### src/rtl/piso_16bit.sv
// Parallel-in/serial-out transmitter: captures a word on ld, then drains it
// one bit per shift_en strobe and pulses done after the last bit.
module piso_16bit #(
    parameter int WIDTH     = 16,
    parameter bit MSB_FIRST = 1'b1
) (
    input  logic             clk,
    input  logic             rst,
    input  logic             ld,
    input  logic [WIDTH-1:0] d,
    input  logic             shift_en,
    output logic             sout,
    output logic             sout_valid,
    output logic             busy,
    output logic             done
);

    localparam int CW = $clog2(WIDTH);

    typedef enum logic [1:0] {
        IDLE  = 2'd0,
        SHIFT = 2'd1,
        DONE  = 2'd2
    } state_t;

    state_t           state;
    state_t           state_nx;
    logic [WIDTH-1:0] shreg;
    logic [CW-1:0]    cnt;
    logic             last;

    assign last = (cnt == CW'(WIDTH - 1));

    always_ff @(posedge clk or posedge rst) begin
        if (rst) begin
            state <= IDLE;
        end else begin
            state <= state_nx;
        end
    end

    always_comb begin
        state_nx = state;
        unique case (state)
            IDLE:    if (ld) state_nx = SHIFT;
            SHIFT:   if (shift_en && last) state_nx = DONE;
            DONE:    state_nx = IDLE;
            default: state_nx = IDLE;
        endcase
    end

    always_ff @(posedge clk or posedge rst) begin
        if (rst) begin
            shreg <= '0;
            cnt   <= '0;
        end else begin
            unique case (state)
                IDLE: begin
                    if (ld) begin
                        shreg <= d;
                        cnt   <= '0;
                    end
                end
                SHIFT: begin
                    if (shift_en) begin
                        if (last) begin
                            shreg <= '0;
                            cnt   <= '0;
                        end else begin
                            shreg <= MSB_FIRST ? {shreg[WIDTH-2:0], 1'b0}
                                               : {1'b0, shreg[WIDTH-1:1]};
                            cnt   <= cnt + 1'b1;
                        end
                    end
                end
                default: begin
                    shreg <= '0;
                    cnt   <= '0;
                end
            endcase
        end
    end

    // Outputs are pure decodes of registered state, so no input reaches them
    assign busy       = (state != IDLE);
    assign sout_valid = (state == SHIFT);
    assign done       = (state == DONE);
    assign sout       = sout_valid & (MSB_FIRST ? shreg[WIDTH-1] : shreg[0]);

endmodule

### config.mk
export PLATFORM = sky130hd
export DESIGN_NAME = piso_16bit
export DESIGN_NICKNAME = d
export VERILOG_FILES = /design/src/rtl/piso_16bit.sv
export SDC_FILE = /design/constraint.sdc
export NUM_CORES = 1
export LEC_CHECK = 0
export CORE_ASPECT_RATIO = 0.8
export CORE_MARGIN = 2
export CORE_UTILIZATION = 45
export CTS_CLUSTER_DIAMETER = 40
export DETAILED_ROUTE_END_ITERATION = 6
export PLACE_DENSITY = 0.74
export SLEW_MARGIN = 0
export SYNTH_ARGS = -nofsm -noshare
export SYNTH_HDL_FRONTEND = slang
export SYNTH_SLANG_ARGS = --single-unit
### constraint.sdc
create_clock -name clk -period 1.65 [get_ports clk]
set_input_delay 0.33 -clock clk [delete_from_list [all_inputs] [get_ports clk]]
set_output_delay 0.33 -clock clk [all_outputs]
set_load 0.02 [all_outputs]
Word level (Yosys, flattened, before mapping)
Cells that the tools add are included.
- flip-flop bits (word level): 22
- input bits: 20
- output and inout bits: 4
- word-level logic and storage cells: 27
- add/sub/neg operators: 1
- equal/unequal tests: 6
- muxes and demuxes: 11
- bitwise logic cells: 1
- reductions and logical operators: 5
- operators with widths (cell ; number):
    $mux W16 ; 3
    $pmux W16 S2 ; 1
    $mux W4 ; 3
    $pmux W4 S2 ; 1
    $add A4 B1 Y4 const B ; 1
    $eq A4 B4 Y1 const B ; 1
    $mux W2 ; 2
    $ne A2 B2 Y1 const B ; 2
    $pmux W2 S2 ; 1
    $reduce_and A2 Y1 ; 2
    $eq A2 B1 Y1 const B ; 1
    $eq A2 B2 Y1 const B ; 1
    $logic_not A2 Y1 ; 1
    $ne A2 B1 Y1 const B ; 1
    $reduce_bool A2 Y1 ; 1
    $and A1 B1 Y1 ; 1
    $logic_and A1 B1 Y1 ; 1

Longest topological paths before layout
Gate-level depths: netlist of run 1.
- depth in word-level cells: 4
- mapped depth: 5
- mapped depth without buffers: 4

Least setup slack after synthesis of run 1
OpenSTA, ideal clock, no wires.
- path kind: reg2reg
- start: register cnt[0]
- end: register shreg[10]
- arrival: 1.312 ns
- required time: 1.525 ns
- path slack: 0.213 ns
- cell stages (with the launch flop): 6
- cell sequence: dfrtp_1 -> ha_1 -> nand3_1 -> clkbuf_1 -> a32o_1 -> mux2_2
- word-level cells in the longest chain between the ends: 4
- RTL lines (element ; line ; text):
    from (decl) ; 29 ; logic [CW-1:0] cnt;
    from (signal assigned) ; 72 ; cnt <= cnt + 1'b1;
    $eq A4 B4 Y1 ; 32 ; assign last = (cnt == CW'(WIDTH - 1));
    $mux W16 ; 66 ; if (last) begin
    $mux W16 ; 65 ; if (shift_en) begin
    $pmux W16 S2 ; 57 ; unique case (state)
    to (signal assigned) ; 70 ; shreg <= MSB_FIRST ? {shreg[WIDTH-2:0], 1'b0}
    to (decl) ; 28 ; logic [WIDTH-1:0] shreg;
No other way between the ends. The select of a mux whose other input is x is not followed.
A chain may end at the register's enable or synchronous reset.

Final worst setup path of run 1
- start: register state[1]
- end: output port done
- word-level cells in the longest chain between the ends: 1
- RTL lines (element ; line ; text):
    from (decl) ; 26 ; state_t state;
    from (signal assigned) ; 38 ; state <= state_nx;
    $eq A2 B2 Y1 ; 87 ; assign done = (state == DONE);
    to (decl) ; 15 ; output logic done
No other way between the ends.

==> results.sh, run 1 <==
export IMPL_nets=142
export IMPL_antenna_found_initial=0
export IMPL_grt_total_usage_pct=20.3
export IMPL_synthArstFlopShare_pct=100
export IMPL_post_synth_top_count_cell="dfrtp_1"
export IMPL_yosysSeqAreaShare_pct=52.3
export IMPL_vias=866
export IMPL_syn_num_nets=107
export IMPL_cts_tree="yes"
export IMPL_tns_ps=0
export IMPL_hp_class="primary input to asynchronous set/reset pin"
export IMPL_fin_util_pct=67.3
export IMPL_rsz0062_at_grt="false"
export IMPL_fp_row_count=15
export IMPL_period_minus_slack_ps=1600
export IMPL_syn_cell_area_sq_um=1050
export IMPL_p_per_area_nw_per_um2=1300
export IMPL_pin_count=24
export IMPL_max_cap_violations=0
export IMPL_maxSlewHeadroom_pct=74.3
export IMPL_p_switching_uw=563
export IMPL_slew_violations=0
export IMPL_crit_type="register to output port"
export IMPL_hold_viol=0
export IMPL_drc=0
export IMPL_worst_slew_pin_slew_ps=384
export IMPL_grt_pass1_vias=833
export IMPL_ys_seq_elements=22
export IMPL_cpPeakStageDelay_ps=410
export IMPL_multiInputGateArea_sq_um=490
export IMPL_clkPwrFrac_pct=21.7
export IMPL_dp_hpwl_um=1750
export IMPL_synth_edf_count=0
export IMPL_clkTransAtPathRegs_ps=130
export IMPL_synth_area_leader_cell="dfrtp_1"
export IMPL_clk_path_buf_depth=2
export IMPL_setup_viol_count_final=0
export IMPL_ys_types=22
export IMPL_drt_iter0_drc=41
export IMPL_switching_share_pct=29.5
export IMPL_period_share_pct=96.8
export IMPL_synth_commonest_cells="dfrtp_1 (22), a32o_1 (10), mux2_2 (9), a221o_1 (8), and3_1 (7)"
export IMPL_crit_chain="buf_4 -> nor2b_1 -> clkdlybuf4s15_1"
export IMPL_antennaDiodeCount=0
export IMPL_grt_overflow_total=0
export IMPL_drtAntennaViolNets=0
export IMPL_die_w_um=58.1
export IMPL_slowest_stage="dfrtp_1"
export IMPL_cts_sinks=22
export IMPL_seqPwrFrac_pct=43.7
export IMPL_postCtsSetupBuffers=0
export IMPL_fmax_mhz=626
export IMPL_root_buffer="clkbuf_4"
export IMPL_synth_warnings=0
export IMPL_rr_worst_depth=5
export IMPL_synth_top_area_share_pct=52.3
export IMPL_grt_max_degree=23
export IMPL_grt_pass1_wl_um=4000
export IMPL_wl_per_cell_um=17.4
export IMPL_worst_path_max_fanout=4
export IMPL_gp_congestion=0.803
export IMPL_start_util_pct=48.3
export IMPL_crit_required_ps=1320
export IMPL_avgSynthCellArea_sq_um=12.2
export IMPL_syn2layout_area_growth_pct=39.2
export IMPL_fill_cells=177
export IMPL_share_comb_of_total_power_pct=34.7
export IMPL_io_buffers=23
export IMPL_dieHeight_um=47.3
export IMPL_drive_gt1_share_pct=30.0
export IMPL_finClkSkew_ps=6.62
export IMPL_die_area_sq_um=2740
export IMPL_seqCellArea_sq_um=551
export IMPL_synth_area_top_cells="dfrtp_1 (52%), mux2_2 (9.6%), a32o_1 (9.5%)"
export IMPL_postCtsHoldBufs=0
export IMPL_start_kind="register"
export IMPL_cp_end_kind="output port"
export IMPL_htreeDepth=1
export IMPL_coreArea_sq_um=2180
export IMPL_avgViaCountPerCell=5.97
export IMPL_routed_wirelength_um=2520
export IMPL_dr_pass1_iters=4
export IMPL_critical_path_arrival_ps=1270
export IMPL_status="finished clean"
export IMPL_ir_drop_mv=0.896
export IMPL_clk_latency_ps=310
export IMPL_ys_flop_type="dfrtp_1"
export IMPL_internal_power_uw=1350
export IMPL_total_leakage_power_uw=0.000687
export IMPL_syn_instance_count=86
export IMPL_cts_buffers=3
power groups by stage:
| stage | Combinational, uW | Clock, uW | Sequential [uW] |
|---|---|---|---|
| 6_report | 662 | 413 | 834 |
| 3_3_place_gp | 612 | 0 | 824 |
| 3_5_place_dp | 638 | 0 | 833 |
| 5_1_grt | 716 | 453 | 856 |
| 4_1_cts | 630 | 422 | 826 |
| 2_1_floorplan | 429 | 0 | 799 |
path summary, 6_finish.rpt:
path | startpoint | endpoint | slack [ps]
worst max-delay path | state[1] | done | 50
worst min-delay path | rst | cnt[3] | 330
worst max register to register | state[0] | shreg[11] | 60
worst min register to register | shreg[13] | shreg[13] | 520
max in group asynchronous | rst | shreg[7] | 1090
min in group clk | shreg[13] | shreg[13] | 520
registers in the layout, indices dropped and copies added, names as in the netlist:
register and count:
shreg 16, cnt 4, state 2
critical path, delay by kind of cell (launching register included):
kind                   cells  cell delay (ps)
buffers and inverters      2              430
DFF                        1              410
and+or+nand+nor            1              120
kinds of logic after synthesis:
kind of cell | count (synthesis) | share of synthesized area, %
mux | 9 | 9.63
fa+ha+maj | 1 | 1.19
simple gates | 24 | 13.1
compound gates | 21 | 19.5
buf+inv | 9 | 4.28
flops | 22 | 52.3
metrics by stage:
step | setup slack, ps | hold slack, ps | area [sq um] | cells | total power (uW)
final | 53.4 | 325 | 1470 | 145 | 1910
after global routing | 2.79 | 352 | 1470 | 145 | 2030
after CTS | -37.1 | 329 | 1450 | 145 | 1880
after detailed placement | -243 | 492 | 1400 | 141 | 1470
after global placement | -174 | 476 | 1400 | 141 | 1440
after floorplan | 213 | 319 | 1050 | 86 | 1230
per-layer routing:
layer | wire [um] | track usage [%]
met1 | 1100 | 25.9
met2 | 1220 | 35.0
met3 | 157 | 4.41
met4 | 44 | 6.98
met5 | 0 | 0
layout by cell type, fill, tap and decap left out:
cell and instances:
dfrtp_1 22, clkdlybuf4s50_1 19, buf_4 11, a32o_1 10, a221o_1 8, and3_1 7
mux2_2 7, clkbuf_4 3, nor2b_1 2, nand3b_1 2, and2_1 2, inv_1 2
mux2_4 2, nand2_1 2, clkbuf_2 2, nand2b_1 1, inv_2 1, and2_4 1
nor3_4 1, o32ai_1 1, o2bb2ai_1 1, nor2_2 1, nand3_2 1, nor2b_2 1
nand3_1 1, nor3_1 1, nor2_1 1, o211ai_1 1, ha_2 1, bufinv_16 1
clkdlybuf4s15_1 1, buf_2 1, buf_6 1, buf_12 1
repair_timing:
item / 4_1_cts / 5_1_grt
resized for setup: 10 / 11
endpoints found under the setup margin: 13 / 11
pin swaps: 0 / 0
hold endpoints to repair: 0 / 0
area by class of cell:
cell class | count | share of cell area, %
well taps | 25 | 2.13
clock inverters | 1 | 2.05
flip-flops and latches | 22 | 37.6
multi-input cells | 55 | 33.5
repair buffers | 36 | 22.5
clock buffers | 3 | 1.54
inverters | 3 | 0.769
(Power assumes the default switching activity.)
==> run 2: changes to the inputs <==
--- a/config.mk
+++ b/config.mk
@@ -6,7 +6,7 @@
 export NUM_CORES = 1
 export LEC_CHECK = 0
 export CORE_ASPECT_RATIO = 0.8
-export CORE_MARGIN = 2
+export CORE_MARGIN = 4
 export CORE_UTILIZATION = 45
 export CTS_CLUSTER_DIAMETER = 40
 export DETAILED_ROUTE_END_ITERATION = 6
==> run 2 against run 1 <==
- critical path depth grew 2
- utilization shrank 1.1 points
- die area grew 16%
- clock skew shrank 5.3 ps
- maximum frequency grew 0.30%
- register-to-register slack is essentially flat
- via count grew 1.5%
- non-clock buffer count grew 4
- first-iteration DRC count grew 15%
- routed wire length shrank 5.4%
- largest cell class unchanged
- combinational power shrank 2%
==> results.sh, run 2 (synthesis gave the netlist of run 1 again) <==
export IMPL_clk_latency_ps=310
export IMPL_finClkSkew_ps=1.33
export IMPL_crit_type="register to register"
export IMPL_setup_viol_count_final=0
export IMPL_routed_wirelength_um=2380
export IMPL_fill_cells=181
export IMPL_holdWs_ps=338
export IMPL_fin_area_sq_um=1450
export IMPL_cts_tree="yes"
export IMPL_io_buffers=23
export IMPL_cts_buffers=3
export IMPL_critical_path_arrival_ps=1800
export IMPL_slew_violations=0
export IMPL_total_leakage_power_uw=0.000684
export IMPL_largest_register_ff_count=16
export IMPL_wl_per_cell_um=16.1
export IMPL_fmax_mhz=628
export IMPL_critPathTopFamily="flip-flops"
export IMPL_nets=146
export IMPL_ir_drop_mv=0.764
export IMPL_grt_max_degree=23
export IMPL_crit_required_ps=1850
export IMPL_grt_pass1_wl_um=4220
export IMPL_fin_util_pct=66.2
export IMPL_maxSlewHeadroom_pct=74.8
export IMPL_largest_register="shreg"
export IMPL_grt_overflow_total=0
export IMPL_drive_gt1_share_pct=31.7
export IMPL_gp_congestion=0.802
export IMPL_dr_pass1_iters=5
export IMPL_worst_slew_pin_slew_ps=377
export IMPL_avgViaCountPerCell=5.94
export IMPL_drtAntennaViolNets=0
export IMPL_die_w_um=62.1
export IMPL_crit_buf_inv=2
export IMPL_vias=879
export IMPL_crit_chain="buf_4 -> and2_4 -> nor3_4 -> buf_6 -> mux2_2"
export IMPL_mostFrequentLayoutCells="dfrtp_1 (21), clkdlybuf4s50_1 (19), buf_4 (15)"
export IMPL_grt_pass1_vias=900
export IMPL_antenna_found_initial=0
export IMPL_slowest_stage="dfrtp_2"
export IMPL_hp_class="primary input to asynchronous set/reset pin"
export IMPL_root_buffer="clkbuf_4"
export IMPL_htreeDepth=1
export IMPL_start_util_pct=47.9
export IMPL_cpPeakStageDelay_ps=450
export IMPL_reg_top3="shreg: 16 flops, cnt: 4 flops, state: 2 flops"
export IMPL_tns_ps=0
export IMPL_period_share_pct=96.5
export IMPL_dieHeight_um=51.3
export IMPL_drt_iter0_drc=47
export IMPL_syn2layout_area_growth_pct=38.0
export IMPL_worst_path_max_fanout=6
export IMPL_final_common_cell="dfrtp_1"
export IMPL_drc=0
export IMPL_max_cap_violations=0
export IMPL_die_area_sq_um=3180
export IMPL_grt_total_usage_pct=17.9
export IMPL_hold_viol=0
export IMPL_pin_count=24
export IMPL_clkTransAtPathRegs_ps=110
export IMPL_period_minus_slack_ps=1590
export IMPL_start_kind="register"
export IMPL_coreArea_sq_um=2200
export IMPL_cts_sinks=22
export IMPL_dp_hpwl_um=1710
export IMPL_cp_end_kind="register"
export IMPL_antennaDiodeCount=0
export IMPL_status="finished clean"
export IMPL_dpl_instance_area_sq_um=1400
export IMPL_fp_row_count=15
export IMPL_clk_path_buf_depth=2
export IMPL_p_per_area_nw_per_um2=1180
run 2: worst paths after layout:
path / from / slack [ps] / to / cells after the start
worst max-delay path: state[0] / 60 / shreg[6] / 5
worst max register to register: state[0] / 60 / shreg[6] / 5
min in group clk: shreg[0] / 510 / shreg[0] / 1
worst min-delay path: rst / 340 / cnt[3] / 3
max in group asynchronous: rst / 1070 / state[0] / 3
worst min register to register: shreg[0] / 510 / shreg[0] / 1
run 2: what timing repair did:
action                                 4_1_cts  5_1_grt
gates resized for setup                     11       11
pin swaps                                    0        1
hold buffers                                 0        0
buffers inserted                             0        2
setup endpoints to repair                   12       11
endpoints found under the hold margin        0        0
run 2: routing by layer:
metal  GRT usage, %  share of wire [%]  vias up
met5              0                  0        -
met4           4.24                1.0        0
met3           4.80                5.7        4
met2           26.2                 48       29
met1           26.0                 45      435
li1               -                  -      411
run 2: where the power goes:
group          leakage (uW)  total (uW)  switching (uW)  internal, uW
sequential         0.000291         824             116           708
combinational      0.000379         649             259           390
clock             0.0000138         238             152          85.5
total              0.000684        1710             528          1180
run 2: stage by stage:
step                std cells  total power (uW)  worst slack (ps)
detailed placement        143              1460              -252
finish                    148              1710              58.1
CTS                       146              1690             -4.71
global placement          143              1430              -234
global route              148              1830            -0.208
floorplan                  86              1230               213
run 2: worst min-delay path, delay by kind of cell:
family / cells / cell delay (ps)
buf+inv: 3 / 720
run 2: cell type report:
class / instances / area [sq um] / share of cell area (%)
clock buffer: 3 / 22.5 / 1.55
inverter: 3 / 11.3 / 0.775
multi-input combinational: 55 / 485 / 33.4
sequential: 22 / 552 / 38.0
tap: 25 / 31.3 / 2.15
timing repair buffer: 40 / 350 / 24.1
==> run 3: changes to the inputs <==
--- a/config.mk
+++ b/config.mk
@@ -10,7 +10,7 @@
 export CORE_UTILIZATION = 45
 export CTS_CLUSTER_DIAMETER = 40
 export DETAILED_ROUTE_END_ITERATION = 6
-export PLACE_DENSITY = 0.74
+export PLACE_DENSITY = 0.79
 export SLEW_MARGIN = 0
 export SYNTH_ARGS = -nofsm -noshare
 export SYNTH_HDL_FRONTEND = slang
==> run 3 against run 2 <==
- global-route usage is 0.64 points lower
- maximum frequency fell by 0.69%
- power increased by 2.3%
- combinational power shrank 2%
- sequential share of layout area shrank 0.098 points
- worst hold slack gained 9.1 ps
- utilization up 0.17 points
- clock-buffer cell count up 1
- clock power up 22%
- register-to-register slack about the same
- first-iteration DRC count is 13% higher
- highest routed layer unchanged
- clock skew barely moved
==> results.sh, run 3 (synthesis gave the netlist of run 1 again) <==
export IMPL_status="finished clean"
export IMPL_ir_drop_mv=0.793
export IMPL_seqCellArea_sq_um=552
export IMPL_die_w_um=62.1
export IMPL_cpPeakStageDelay_ps=470
export IMPL_antenna_found_initial=0
export IMPL_dpl_instance_area_sq_um=1390
export IMPL_clkPwrFrac_pct=16.6
export IMPL_gp_congestion=0.760
export IMPL_total_leakage_power_uw=0.000691
export IMPL_hp_class="primary input to asynchronous set/reset pin"
export IMPL_critPathTopFamily="flip-flops"
export IMPL_hold_viol=0
export IMPL_reg_top3="shreg: 16 flops, cnt: 4 flops, state: 2 flops"
export IMPL_root_buffer="clkbuf_4"
export IMPL_coreArea_sq_um=2200
export IMPL_die_area_sq_um=3180
export IMPL_crit_required_ps=1850
export IMPL_largest_register_ff_count=16
export IMPL_dieHeight_um=51.3
export IMPL_postCtsHoldBufs=0
export IMPL_mostFrequentLayoutCells="dfrtp_1 (21), clkdlybuf4s50_1 (19), buf_4 (13)"
export IMPL_wl_per_cell_um=16.5
export IMPL_p_switching_uw=526
export IMPL_clk_path_buf_depth=2
export IMPL_worst_path_max_fanout=5
export IMPL_drtAntennaViolNets=0
export IMPL_crit_buf_inv=2
export IMPL_period_share_pct=97.1
export IMPL_clkTransAtPathRegs_ps=120
export IMPL_io_buffers=23
export IMPL_finClkSkew_ps=1.76
export IMPL_largest_register="shreg"
export IMPL_pin_count=24
export IMPL_grt_overflow_total=0
export IMPL_crit_chain="buf_6 -> and2_4 -> nor3_4 -> buf_4 -> mux2_2"
export IMPL_setup_viol_count_final=0
export IMPL_nets=144
export IMPL_rsz0062_at_grt="true"
export IMPL_cts_sinks=22
export IMPL_multiInputGateArea_sq_um=487
export IMPL_fin_area_sq_um=1460
export IMPL_avgViaCountPerCell=5.78
export IMPL_dp_hpwl_um=1810
export IMPL_routed_wirelength_um=2430
export IMPL_slowest_stage="dfrtp_2"
export IMPL_p_per_area_nw_per_um2=1200
export IMPL_holdWs_ps=347
export IMPL_grt_total_usage_pct=17.3
export IMPL_syn2layout_area_growth_pct=38.4
export IMPL_fill_cells=174
export IMPL_maxSlewHeadroom_pct=75.3
export IMPL_crit_type="register to register"
export IMPL_cts_tree="yes"
export IMPL_switching_share_pct=30.0
export IMPL_grt_pass1_vias=865
export IMPL_slew_violations=0
export IMPL_share_comb_of_total_power_pct=36.3
export IMPL_worst_slew_pin_slew_ps=369
export IMPL_htreeDepth=1
export IMPL_grt_pass1_wl_um=3980
export IMPL_final_common_cell="dfrtp_1"
export IMPL_start_kind="register"
export IMPL_fmax_mhz=624
export IMPL_dpl_cell_count=142
export IMPL_fp_row_count=15
export IMPL_grt_max_degree=23
export IMPL_cts_buffers=3
export IMPL_drc=0
export IMPL_period_minus_slack_ps=1600
export IMPL_drt_iter0_drc=53
export IMPL_cp_end_kind="register"
export IMPL_max_cap_violations=0
export IMPL_clk_latency_ps=300
export IMPL_vias=850
export IMPL_critical_path_arrival_ps=1800
export IMPL_antennaDiodeCount=0
export IMPL_drive_gt1_share_pct=30.3
export IMPL_fin_util_pct=66.3
export IMPL_dr_pass1_iters=4
export IMPL_startpoint="state[0]"
export IMPL_internal_power_uw=1220
export IMPL_final_cell_count_no_fill=147
export IMPL_seqPwrFrac_pct=47.1
export IMPL_postCtsSetupBuffers=0
export IMPL_start_util_pct=47.9
export IMPL_r2r_start="state[0]"
## run 3: cell types whose count changed in the layout (fill, tap and decap cells not counted)
cell | previous run | this run
nor2b_1 | 2 | 1
nand3_1 | 1 | 2
dlygate4sd2_1 | 0 | 1
clkbuf_8 | 0 | 1
mux2_4 | 0 | 1
buf_2 | 2 | 1
nor2b_2 | 1 | 2
mux2_2 | 9 | 8
buf_4 | 15 | 13
nand3_2 | 1 | 0
## run 3: area by class of cell
cell class	count	area share, %
multi-input combinational	55	33.4
sequential	22	37.9
timing repair buffer	38	23.3
inverter	3	0.773
clock buffer	4	2.49
tap	25	2.15
## run 3: path summary, 6_finish.rpt
check,to,slack [ps],cells past startpoint
hold / removal,shreg[9],350,3
hold reg to reg,shreg[15],520,1
setup / recovery,shreg[7],50,5
setup reg to reg,shreg[7],50,5
max in group asynchronous,state[0],1070,3
min in group clk,shreg[15],520,1
## run 3: timing repair
item                                    in CTS  in global routing
endpoints found under the setup margin      13                 10
gates cloned                                 0                  1
resized for setup                           11                 10
pin swaps                                    0                  1
## run 3: through the flow
step	total power, uW	TNS, ps	worst slack (ps)
3_5_place_dp	1450	-2890	-211
5_1_grt	1850	-2.03	-0.838
3_3_place_gp	1420	-2510	-157
6_report	1750	0	47.1
2_1_floorplan	1230	0	213
4_1_cts	1720	-16.0	-15.1
## run 3: power groups by stage
stage          Sequential, uW  Combinational (uW)  Clock (uW)
5_1_grt                   842                 693         315
2_1_floorplan             799                 429           0
3_3_place_gp              820                 599           0
3_5_place_dp              832                 620           0
6_report                  825                 635         290
4_1_cts                   820                 610         293
## run 3: tightest hold or removal path, cell delays in order
cell and delay, ps:
clkdlybuf4s50_1 390, inv_1 50, buf_4 270
## run 3: layer usage
metal,vias to the layer above,global-route usage [%],part of all wire (%)
met2,22,26.9,50
met5,-,0,0
met1,421,24.0,45
met3,2,2.78,3.9
met4,0,6.01,0.70
li1,405,-,-
